$ cat config.mk
export PLATFORM = sky130hd
export DESIGN_NAME = cfg_tieoffs_loader
export DESIGN_NICKNAME = d
export VERILOG_FILES = /design/src/rtl/cfg_tieoffs_loader_pkg.sv /design/src/rtl/cfg_tieoffs_rom_rd.sv /design/src/rtl/cfg_tieoffs_loader.sv
export SDC_FILE = /design/constraint.sdc
export NUM_CORES = 1
export LEC_CHECK = 0
export ABC_AREA = 0
export BUFFER_PORTS_ARGS = -buffer_cell sky130_fd_sc_hd__buf_2
export CORE_UTILIZATION = 35
export DETAILED_ROUTE_END_ITERATION = 16
export RECOVER_POWER = 100
export SKIP_CTS_REPAIR_TIMING = 1
export SLEW_MARGIN = 20
export SYNTH_ARGS = -nofsm -noshare
export SYNTH_HDL_FRONTEND = slang
export SYNTH_SLANG_ARGS = --single-unit
$ cat constraint.sdc
create_clock -name clock -period 3.4 [get_ports clock]
set_clock_uncertainty 0.15 [all_clocks]
set_input_delay 0.68 -clock clock [delete_from_list [all_inputs] [get_ports clock]]
set_output_delay 0.68 -clock clock [all_outputs]
set_load 0.02 [all_outputs]
$ cat src/rtl/cfg_tieoffs_loader_pkg.sv
// Shared types and constants for the card-info tie-off loader.
// Defines the ROM word map, the magic word and the loader FSM states.
package cfg_tieoffs_loader_pkg;

    localparam int unsigned ADDR_W    = 3;
    localparam int unsigned DATA_W    = 32;
    localparam int unsigned ROM_WORDS = 5;

    localparam logic [ADDR_W-1:0] ADDR_MAGIC  = ADDR_W'(0);
    localparam logic [ADDR_W-1:0] ADDR_IDS    = ADDR_W'(1);
    localparam logic [ADDR_W-1:0] ADDR_SER_LO = ADDR_W'(2);
    localparam logic [ADDR_W-1:0] ADDR_SER_HI = ADDR_W'(3);
    localparam logic [ADDR_W-1:0] ADDR_CSUM   = ADDR_W'(ROM_WORDS - 1);

    localparam logic [DATA_W-1:0] ROM_MAGIC = 32'h4F43_4149;

    typedef enum logic [2:0] {
        ST_IDLE  = 3'd0,
        ST_REQ   = 3'd1,
        ST_WAIT  = 3'd2,
        ST_CHECK = 3'd3,
        ST_DONE  = 3'd4,
        ST_ERR   = 3'd5
    } state_e;

    // Values read from the card-info ROM and driven into config space
    typedef struct packed {
        logic [15:0] vid;
        logic [15:0] id;
        logic [63:0] serial;
    } card_info_t;

endpackage

$ cat src/rtl/cfg_tieoffs_rom_rd.sv
// ROM read handshake: holds rd_req from start until ack or timeout,
// and counts wait cycles so a silent ROM cannot stall config space forever.
module cfg_tieoffs_rom_rd #(
    parameter int unsigned TIMEOUT_CYC = 1024
) (
    input  logic clock,
    input  logic reset_n,
    input  logic start,
    input  logic rd_ack,
    output logic rd_req,
    output logic ack_c,
    output logic timeout_c
);

    localparam int unsigned CNT_W = $clog2(TIMEOUT_CYC + 1);

    logic [CNT_W-1:0] cnt;

    // Ack is only honoured while a request is outstanding
    assign ack_c     = rd_req & rd_ack;
    assign timeout_c = rd_req & ~rd_ack & (cnt == CNT_W'(TIMEOUT_CYC - 1));

    always_ff @(posedge clock or negedge reset_n) begin
        if (!reset_n) begin
            rd_req <= 1'b0;
            cnt    <= '0;
        end else if (start) begin
            rd_req <= 1'b1;
            cnt    <= '0;
        end else if (rd_req) begin
            if (ack_c || timeout_c) begin
                rd_req <= 1'b0;
            end else begin
                cnt <= cnt + CNT_W'(1);
            end
        end
    end

endmodule

$ cat src/rtl/cfg_tieoffs_loader.sv
// Loads subsystem IDs and DSN from the card-info ROM after reset or reload,
// validates magic and checksum, and falls back to defaults on any failure.
module cfg_tieoffs_loader
    import cfg_tieoffs_loader_pkg::*;
#(
    parameter int unsigned NUM_AFU        = 1,
    parameter logic [15:0] DEF_SUBSYS_ID  = 16'h0666,
    parameter logic [15:0] DEF_SUBSYS_VID = 16'h1014,
    parameter logic [63:0] DEF_SERIAL     = 64'hDEAD_DEAD_DEAD_DEAD,
    parameter int unsigned BAR0_SIZE_LOG2 = 32,
    parameter int unsigned PASID_WIDTH    = 9,
    parameter logic [11:0] ACTAG_LEN      = 12'h020,
    parameter int unsigned TIMEOUT_CYC    = 1024
) (
    input  logic                    clock,
    input  logic                    reset_n,
    input  logic                    reload,
    output logic                    rd_req,
    output logic [ADDR_W-1:0]       rd_addr,
    input  logic                    rd_ack,
    input  logic [DATA_W-1:0]       rd_data,
    output logic                    cfg_ready,
    output logic                    load_err,
    output logic [15:0]             f0_ro_csh_subsystem_id,
    output logic [15:0]             f1_ro_csh_subsystem_id,
    output logic [15:0]             f0_ro_csh_subsystem_vendor_id,
    output logic [15:0]             f1_ro_csh_subsystem_vendor_id,
    output logic [63:0]             f0_ro_dsn_serial_number,
    output logic [63:0]             f1_ro_csh_mmio_bar0_size,
    output logic [4:0]              f1_ro_pasid_max_pasid_width,
    output logic [4:0]              f1_ro_ofunc_max_afu_index,
    output logic [NUM_AFU*6-1:0]    f1_ro_octrl_afu_control_index,
    output logic [NUM_AFU*5-1:0]    f1_ro_octrl_pasid_len_supported,
    output logic [NUM_AFU*12-1:0]   f1_ro_octrl_actag_len_supported
);

    localparam logic [63:0] BAR0_MASK = ~((64'd1 << BAR0_SIZE_LOG2) - 64'd1);
    localparam card_info_t  DEF_INFO  = '{vid: DEF_SUBSYS_VID, id: DEF_SUBSYS_ID, serial: DEF_SERIAL};

    state_e            state_q, state_d;
    logic              start_c, ack_c, timeout_c, load_ok_c;
    logic [ADDR_W-1:0] rd_addr_d;
    logic [DATA_W-1:0] xor_q, xor_d, magic_q, magic_d;
    card_info_t        shadow_q, shadow_d, info_q, info_d;
    logic              cfg_ready_d, load_err_d;

    // Parameter-derived tie-offs
    assign f1_ro_csh_mmio_bar0_size    = BAR0_MASK;
    assign f1_ro_pasid_max_pasid_width = 5'(PASID_WIDTH);
    assign f1_ro_ofunc_max_afu_index   = 5'(NUM_AFU - 1);

    for (genvar i = 0; i < NUM_AFU; i++) begin : g_afu
        assign f1_ro_octrl_afu_control_index[i*6 +: 6]    = 6'(i);
        assign f1_ro_octrl_pasid_len_supported[i*5 +: 5]  = 5'(PASID_WIDTH);
        assign f1_ro_octrl_actag_len_supported[i*12 +: 12] = ACTAG_LEN;
    end

    assign f0_ro_csh_subsystem_id        = info_q.id;
    assign f1_ro_csh_subsystem_id        = info_q.id;
    assign f0_ro_csh_subsystem_vendor_id = info_q.vid;
    assign f1_ro_csh_subsystem_vendor_id = info_q.vid;
    assign f0_ro_dsn_serial_number       = info_q.serial;

    cfg_tieoffs_rom_rd #(
        .TIMEOUT_CYC (TIMEOUT_CYC)
    ) u_rom_rd (
        .clock     (clock),
        .reset_n   (reset_n),
        .start     (start_c),
        .rd_ack    (rd_ack),
        .rd_req    (rd_req),
        .ack_c     (ack_c),
        .timeout_c (timeout_c)
    );

    // Checksum word makes the running XOR of all five words zero
    assign load_ok_c = (magic_q == ROM_MAGIC) && (xor_q == '0);

    always_ff @(posedge clock or negedge reset_n) begin
        if (!reset_n) begin
            state_q <= ST_IDLE;
        end else begin
            state_q <= state_d;
        end
    end

    always_comb begin
        state_d = state_q;
        case (state_q)
            ST_IDLE:  state_d = ST_REQ;
            ST_REQ:   state_d = ST_WAIT;
            ST_WAIT: begin
                if (ack_c) begin
                    state_d = (rd_addr == ADDR_CSUM) ? ST_CHECK : ST_REQ;
                end else if (timeout_c) begin
                    state_d = ST_ERR;
                end
            end
            ST_CHECK: state_d = load_ok_c ? ST_DONE : ST_ERR;
            ST_DONE,
            ST_ERR: begin
                if (reload) begin
                    state_d = ST_REQ;
                end
            end
            default:  state_d = ST_IDLE;
        endcase
    end

    always_comb begin
        start_c     = 1'b0;
        rd_addr_d   = rd_addr;
        xor_d       = xor_q;
        magic_d     = magic_q;
        shadow_d    = shadow_q;
        info_d      = info_q;
        cfg_ready_d = cfg_ready;
        load_err_d  = load_err;
        case (state_q)
            ST_REQ: start_c = 1'b1;
            ST_WAIT: begin
                if (ack_c) begin
                    xor_d = xor_q ^ rd_data;
                    case (rd_addr)
                        ADDR_MAGIC: magic_d = rd_data;
                        ADDR_IDS: begin
                            shadow_d.vid = rd_data[31:16];
                            shadow_d.id  = rd_data[15:0];
                        end
                        ADDR_SER_LO: shadow_d.serial[31:0]  = rd_data;
                        ADDR_SER_HI: shadow_d.serial[63:32] = rd_data;
                        default: ;
                    endcase
                    if (rd_addr != ADDR_CSUM) begin
                        rd_addr_d = rd_addr + ADDR_W'(1);
                    end
                end else if (timeout_c) begin
                    info_d      = DEF_INFO;
                    cfg_ready_d = 1'b1;
                    load_err_d  = 1'b1;
                end
            end
            // Single-cycle commit so no partially loaded set is ever visible
            ST_CHECK: begin
                cfg_ready_d = 1'b1;
                if (load_ok_c) begin
                    info_d     = shadow_q;
                    load_err_d = 1'b0;
                end else begin
                    info_d     = DEF_INFO;
                    load_err_d = 1'b1;
                end
            end
            ST_DONE,
            ST_ERR: begin
                if (reload) begin
                    cfg_ready_d = 1'b0;
                    rd_addr_d   = '0;
                    xor_d       = '0;
                    magic_d     = '0;
                    shadow_d    = '0;
                end
            end
            default: ;
        endcase
    end

    always_ff @(posedge clock or negedge reset_n) begin
        if (!reset_n) begin
            rd_addr   <= '0;
            xor_q     <= '0;
            magic_q   <= '0;
            shadow_q  <= '0;
            info_q    <= DEF_INFO;
            cfg_ready <= 1'b0;
            load_err  <= 1'b0;
        end else begin
            rd_addr   <= rd_addr_d;
            xor_q     <= xor_d;
            magic_q   <= magic_d;
            shadow_q  <= shadow_d;
            info_q    <= info_d;
            cfg_ready <= cfg_ready_d;
            load_err  <= load_err_d;
        end
    end

endmodule

After elaboration in Yosys (flattened, before gate mapping). Cells that the tools add are included.

Add/subtract/negate cells: 2. Equality and inequality tests: 23. Mux-type cells: 39. Bitwise operators: 5. Reductions and logical operators: 20.

Operators by type and width (count): $mux W96 (5); $pmux W96 S2 (2); $mux W32 (7); $pmux W32 S2 (2); $mux W11 (3); $eq A32 B31 Y1 const B (1); $logic_not A32 Y1 (1); $xor A32 B32 Y32 (1); $reduce_and A4 Y1 (6); $mux W3 (6); $pmux W3 S5 (1); $eq A3 B2 Y1 const B (4); $ne A2 B1 Y1 const B (6); $add A11 B1 Y11 const B (1); $eq A11 B10 Y1 const B (1); $eq A3 B3 Y1 const B (3); $mux W1 (9); $ne A2 B2 Y1 const B (4); $eq A3 B1 Y1 const B (2); $logic_not A3 Y1 (2); $pmux W3 S2 (1); $reduce_and A3 Y1 (2); $reduce_bool A2 Y1 (3); $reduce_and A2 Y1 (2); 12 further kinds (14).

Register bits: 276. Input bits: 36. Output and inout bits: 231. Word-level logic and storage cells: 104.

Depth between registers and ports, before layout.
Word-level depth: 7. Gate-level depth with buffers: 8. Gate-level depth less buffers: 5.

Cells and area by module. Synthesis repeated with hierarchy kept, for this count alone.

Cells, all modules: 986. Area, all modules: 12439.4 um^2.

Modules (own cells, without submodules): cfg_tieoffs_loader (times used 1, cells each 918, area each 11763.8 um^2, seq. area each 6672.6 um^2); cfg_tieoffs_rom_rd (times used 1, cells each 68, area each 675.6 um^2, seq. area each 300.3 um^2).

Least setup slack after synthesis. OpenSTA, ideal clock, no wires.

Kind: flip-flop to flip-flop. Start point: register state_q[1]. End point: register shadow_q[53] in the netlist's numbering. Setup time: 0.125 ns. Arrival time: 1.988 ns. Required time: 3.125 ns. Slack: 1.138 ns. Cell stages (with the launch flop): 9. Buffers on the path: 3. Period minus slack after synthesis: 2.262 ns. Cells stage by stage: dfrtp_1 -> inv_1 -> ha_1 -> buf_2 -> nor2b_1 -> buf_2 -> nor3_4 -> buf_6 -> mux2_2.

Word-level cells in the longest chain between the ends: 4. Elaborated cells on any way between the ends: 10. Classes of those cells: eq/ne: 6; mux: 1; reduce/logical: 3.

Ends and longest elaborated chain: start, declared (RTL line cfg_tieoffs_loader.sv:40) `state_e state_q, state_d;`; start signal, assigned (RTL line cfg_tieoffs_loader.sv:83) `state_q <= state_d;`; $eq A3 B3 Y1 (RTL line cfg_tieoffs_loader.sv:119) `case (state_q)`; $reduce_or A2 Y1 (RTL line cfg_tieoffs_loader.sv:119); $ne A2 B2 Y1 (no source line) or $reduce_bool A2 Y1 (tied branches); $reduce_and A4 Y1 (no source line); end signal, assigned (RTL line cfg_tieoffs_loader.sv:181) `shadow_q <= shadow_d;`; end, declared (RTL line cfg_tieoffs_loader.sv:44) `card_info_t shadow_q, shadow_d, info_q, info_d;`.

Several ways; a longest one is shown, not always the timed one. A chain may end at the register's enable or synchronous reset.

Final worst setup path.
Start point: register magic_q[7]. End point: register load_err.

Word-level cells in the longest chain between the ends: 4.

Ends and longest elaborated chain: start, declared (RTL line cfg_tieoffs_loader.sv:43) `logic [DATA_W-1:0] xor_q, xor_d, magic_q, magic_d;`; start signal, assigned (RTL line cfg_tieoffs_loader.sv:180) `magic_q <= magic_d;`; $eq A32 B31 Y1 (RTL line cfg_tieoffs_loader.sv:77) `assign load_ok_c = (magic_q == ROM_MAGIC) && (xor_q == '0);`; $logic_and A1 B1 Y1 (RTL line cfg_tieoffs_loader.sv:77); $mux W1 (RTL line cfg_tieoffs_loader.sv:146) `if (load_ok_c) begin`; $pmux W1 S2 (RTL line cfg_tieoffs_loader.sv:119); end signal, assigned (RTL line cfg_tieoffs_loader.sv:184) `load_err <= load_err_d;`; end, declared (RTL line cfg_tieoffs_loader.sv:23) `output logic load_err,`.

Every way passes these cells.

==> results.json <==
{
  "p_per_area_nw_per_um2": 868,
  "syn-mean-instance-area_sq_um": 11.7,
  "end_kind": "flop",
  "violations": "DRC, capacitance limit, slew limit",
  "clkTransAtPathRegs_ps": 60,
  "core_region_area_sq_um": 36400,
  "path_class": "flop to flop",
  "ios": 267,
  "synth-edff-count": 0,
  "max_stage_delay_ps": 590,
  "die_area_sq_um": 37700,
  "final-hold-violation-count": 0,
  "tns_ps": 0,
  "grt_pass1_vias": 8518,
  "p_leak_nw": 6.11,
  "hp-class": "input port to flop",
  "path_buf_inv": 1,
  "ant_nets": 0,
  "drive_gt1_share_pct": 24.4,
  "vdd_drop_max_uv": 444,
  "route.detailed.drc": 2,
  "grt_pass1_wl_um": 51600,
  "intPower_mw": 8.44,
  "place_hpwl_um": 22300,
  "critPathArrivalTime_ps": 3250,
  "min_period_ps": 2960,
  "ys_ff_latch": 276,
  "relSlewSlack_pct": -54.5,
  "drt_first_iter_violations": 414,
  "clock_latency_ps": 560,
  "cts_root_buf": "clkbuf_16",
  "finalSetupViolCount": 0,
  "finalCritPeriodShare_pct": 87.1,
  "p_sw_mw": 4.30,
  "fp.dieH_um": 194,
  "yosysSeqAreaShare_pct": 53.9,
  "vias_per_cell": 5.09,
  "track_usage_pct": 17.5,
  "fin_util_pct": 40.3,
  "netlist_top_cells_count": "dfrtp_1 (223), buf_4 (129), mux2_2 (124)",
  "start_util_pct": 35.5,
  "cts_tree": "yes",
  "synthCells": 1101,
  "start_kind": "flop",
  "h-tree-depth": 1,
  "avgRoutedWirePerCell_um": 19.3,
  "ys_warn_count": 0,
  "startpoint": "magic_q[7]",
  "cp.required_ps": 3690,
  "power_frac_seq_pct": 40.0,
  "reg2reg_from": "magic_q[7]",
  "synthArstFlopShare_pct": 100,
  "dr_wl_met2_um": 15600,
  "wl_met3_um": 1630,
  "areaGrowthSynthToFinish_pct": 13.5,
  "tightestPinTransition_ps": 2320,
  "cts_sinks": 276,
  "crit_fanout": 34,
  "yosysTopAreaCell": "dfrtp_1",
  "vias": 8726,
  "num_rows": 70,
  "die_w_um": 194,
  "max_freq_mhz": 338,
  "synth_top_area_share_pct": 43.2,
  "ctsLongestPathBuffers": 3,
  "drv_slew": 81,
  "synth_most_common_cell": "dfrtp_1",
  "antenna_found_initial": 10,
  "synth_cell_types": 52,
  "highest_layer": "met5",
  "synthTopCellsByArea": "dfrtp_1 (43%), mux2_2 (11%), dfstp_2 (11%), buf_4 (7.5%), a2bb2oi_1 (3.6%)",
  "netlist_area_sq_um": 12900,
  "cp_slowest_cell": "or4_1",
  "dr.pass1.iters": 11,
  "grt_start_max_net_pins": 85,
  "met1_length_um": 15100,
  "numPortBuffers": 169,
  "ys.flop_type": "dfrtp_1",
  "gp_congestion": 0.832,
  "hp-start": "rd_data[29]",
  "overflow": 0,
  "p_clk_share_pct": 29.0,
  "max_cap_viol_count": 1,
  "path_cells": "nor4b_1 > nand4_1 > or4_1 > clkbuf_2 > o32a_1",
  "grt_setup_unrepaired": "no",
  "pwr-share-comb_pct": 31.0,
  "outcome": "finished with violations",
  "switching_share_pct": 33.7,
  "layout.nets": 1263,
  "drt-total-wl_um": 33200,
  "numCtsBuffers": 30,
  "cpLargestDelayFamily": "simple AND/OR/NAND/NOR gates"
}
==> power groups by stage <==
| stage | clock, mW | sequential, mW | combinational [mW] |
|---|---|---|---|
| 4_1_cts | 3.75 | 5.09 | 4.09 |
| 6_report | 3.70 | 5.10 | 3.94 |
| 3_3_place_gp | 0 | 5.10 | 3.99 |
| 2_1_floorplan | 0 | 5.05 | 3.02 |
| 5_1_grt | 3.91 | 5.24 | 4.29 |
| 3_5_place_dp | 0 | 5.14 | 4.08 |
==> cells by family (layout without fill, tap and decap cells) <==
family          Yosys count  count (layout)  share of synthesized area (%)
xor+xnor                  1               1                         0.0678
flops                   276             276                           53.9
compound gates          190             190                           11.1
mux                     137             137                           11.9
other cells               2             102                         0.0581
fa+ha+maj                 8               8                          0.774
buf+inv                 211             258                           10.6
simple gates            276             276                           11.6
==> cell usage in the layout (no fill, tap or decap), types with 34 or more instances in the layout <==
cell type and n:
conb_1 97, dfstp_2 53, buf_2 35, o31ai_1 34, nor2_1 40, nand3_1 49
nand2_1 38, o2bb2ai_1 44, clkbuf_1 141, mux2_2 124, dfrtp_1 223, o21ai_0 37
nor3_1 57, a2bb2oi_1 53
==> final timing paths <==
kind | endpoint | depth (start not counted) | slack (ps)
setup / recovery | load_err | 5 | 440
hold / removal | xor_q[29] | 3 | 220
setup reg to reg | load_err | 5 | 440
hold reg to reg | shadow_q[60] | 1 | 340
max in group asynchronous | xor_q[22] | 1 | 1080
min in group asynchronous | shadow_q[29] | 1 | 700
==> sequential cells by signal (all words and copies together), names as in the netlist <==
register / count
u_rom_rd.cnt: 11
cfg_ready: 1
state_q: 3
f0_ro_csh_subsystem_id: 16
f0_ro_csh_subsystem_vendor_id: 16
xor_q: 32
magic_q: 32
u_rom_rd.rd_req: 1
rd_addr: 3
shadow_q: 96
f0_ro_dsn_serial_number: 64
load_err: 1
==> routing by layer <==
layer | up-vias | GRT usage (%)
li1 | 4000 | -
met5 | - | 0
met1 | 4410 | 24.0
met4 | 4 | 5.11
met2 | 259 | 27.9
met3 | 53 | 3.43
==> metrics by stage <==
| stage | hold slack, ps | worst slack, ps | std cells | cell area, sq um | power, mW |
|---|---|---|---|---|---|
| 4_1_cts | 25.7 | 757 | 1711 | 14900 | 12.9 |
| 5_1_grt | 222 | 311 | 1714 | 14700 | 13.4 |
| 3_5_place_dp | 323 | 705 | 1655 | 13800 | 9.21 |
| 2_1_floorplan | 234 | 1140 | 1196 | 13300 | 8.07 |
| 3_3_place_gp | 311 | 722 | 1655 | 13800 | 9.08 |
| 6_report | 222 | 440 | 1716 | 14700 | 12.7 |
==> area by class of cell <==
type | instances | area [sq um]
diodes | 5 | 12.5
clock buffers | 42 | 887
clock inverters | 14 | 253
fillers | 3526 | 21800
inverters | 7 | 26.3
multi-input cells | 709 | 4990
flip-flops and latches | 276 | 6970
well taps | 468 | 586
repair buffers | 195 | 942
==> worst min-delay path: cells and delay by family <==
kind                   cells  cell delay, ps
buffers and inverters      1             110
AO/OA/AOI/OAI              1              60
AND/OR/NAND/NOR            1              40
Power figures use the tool's default switching activity.
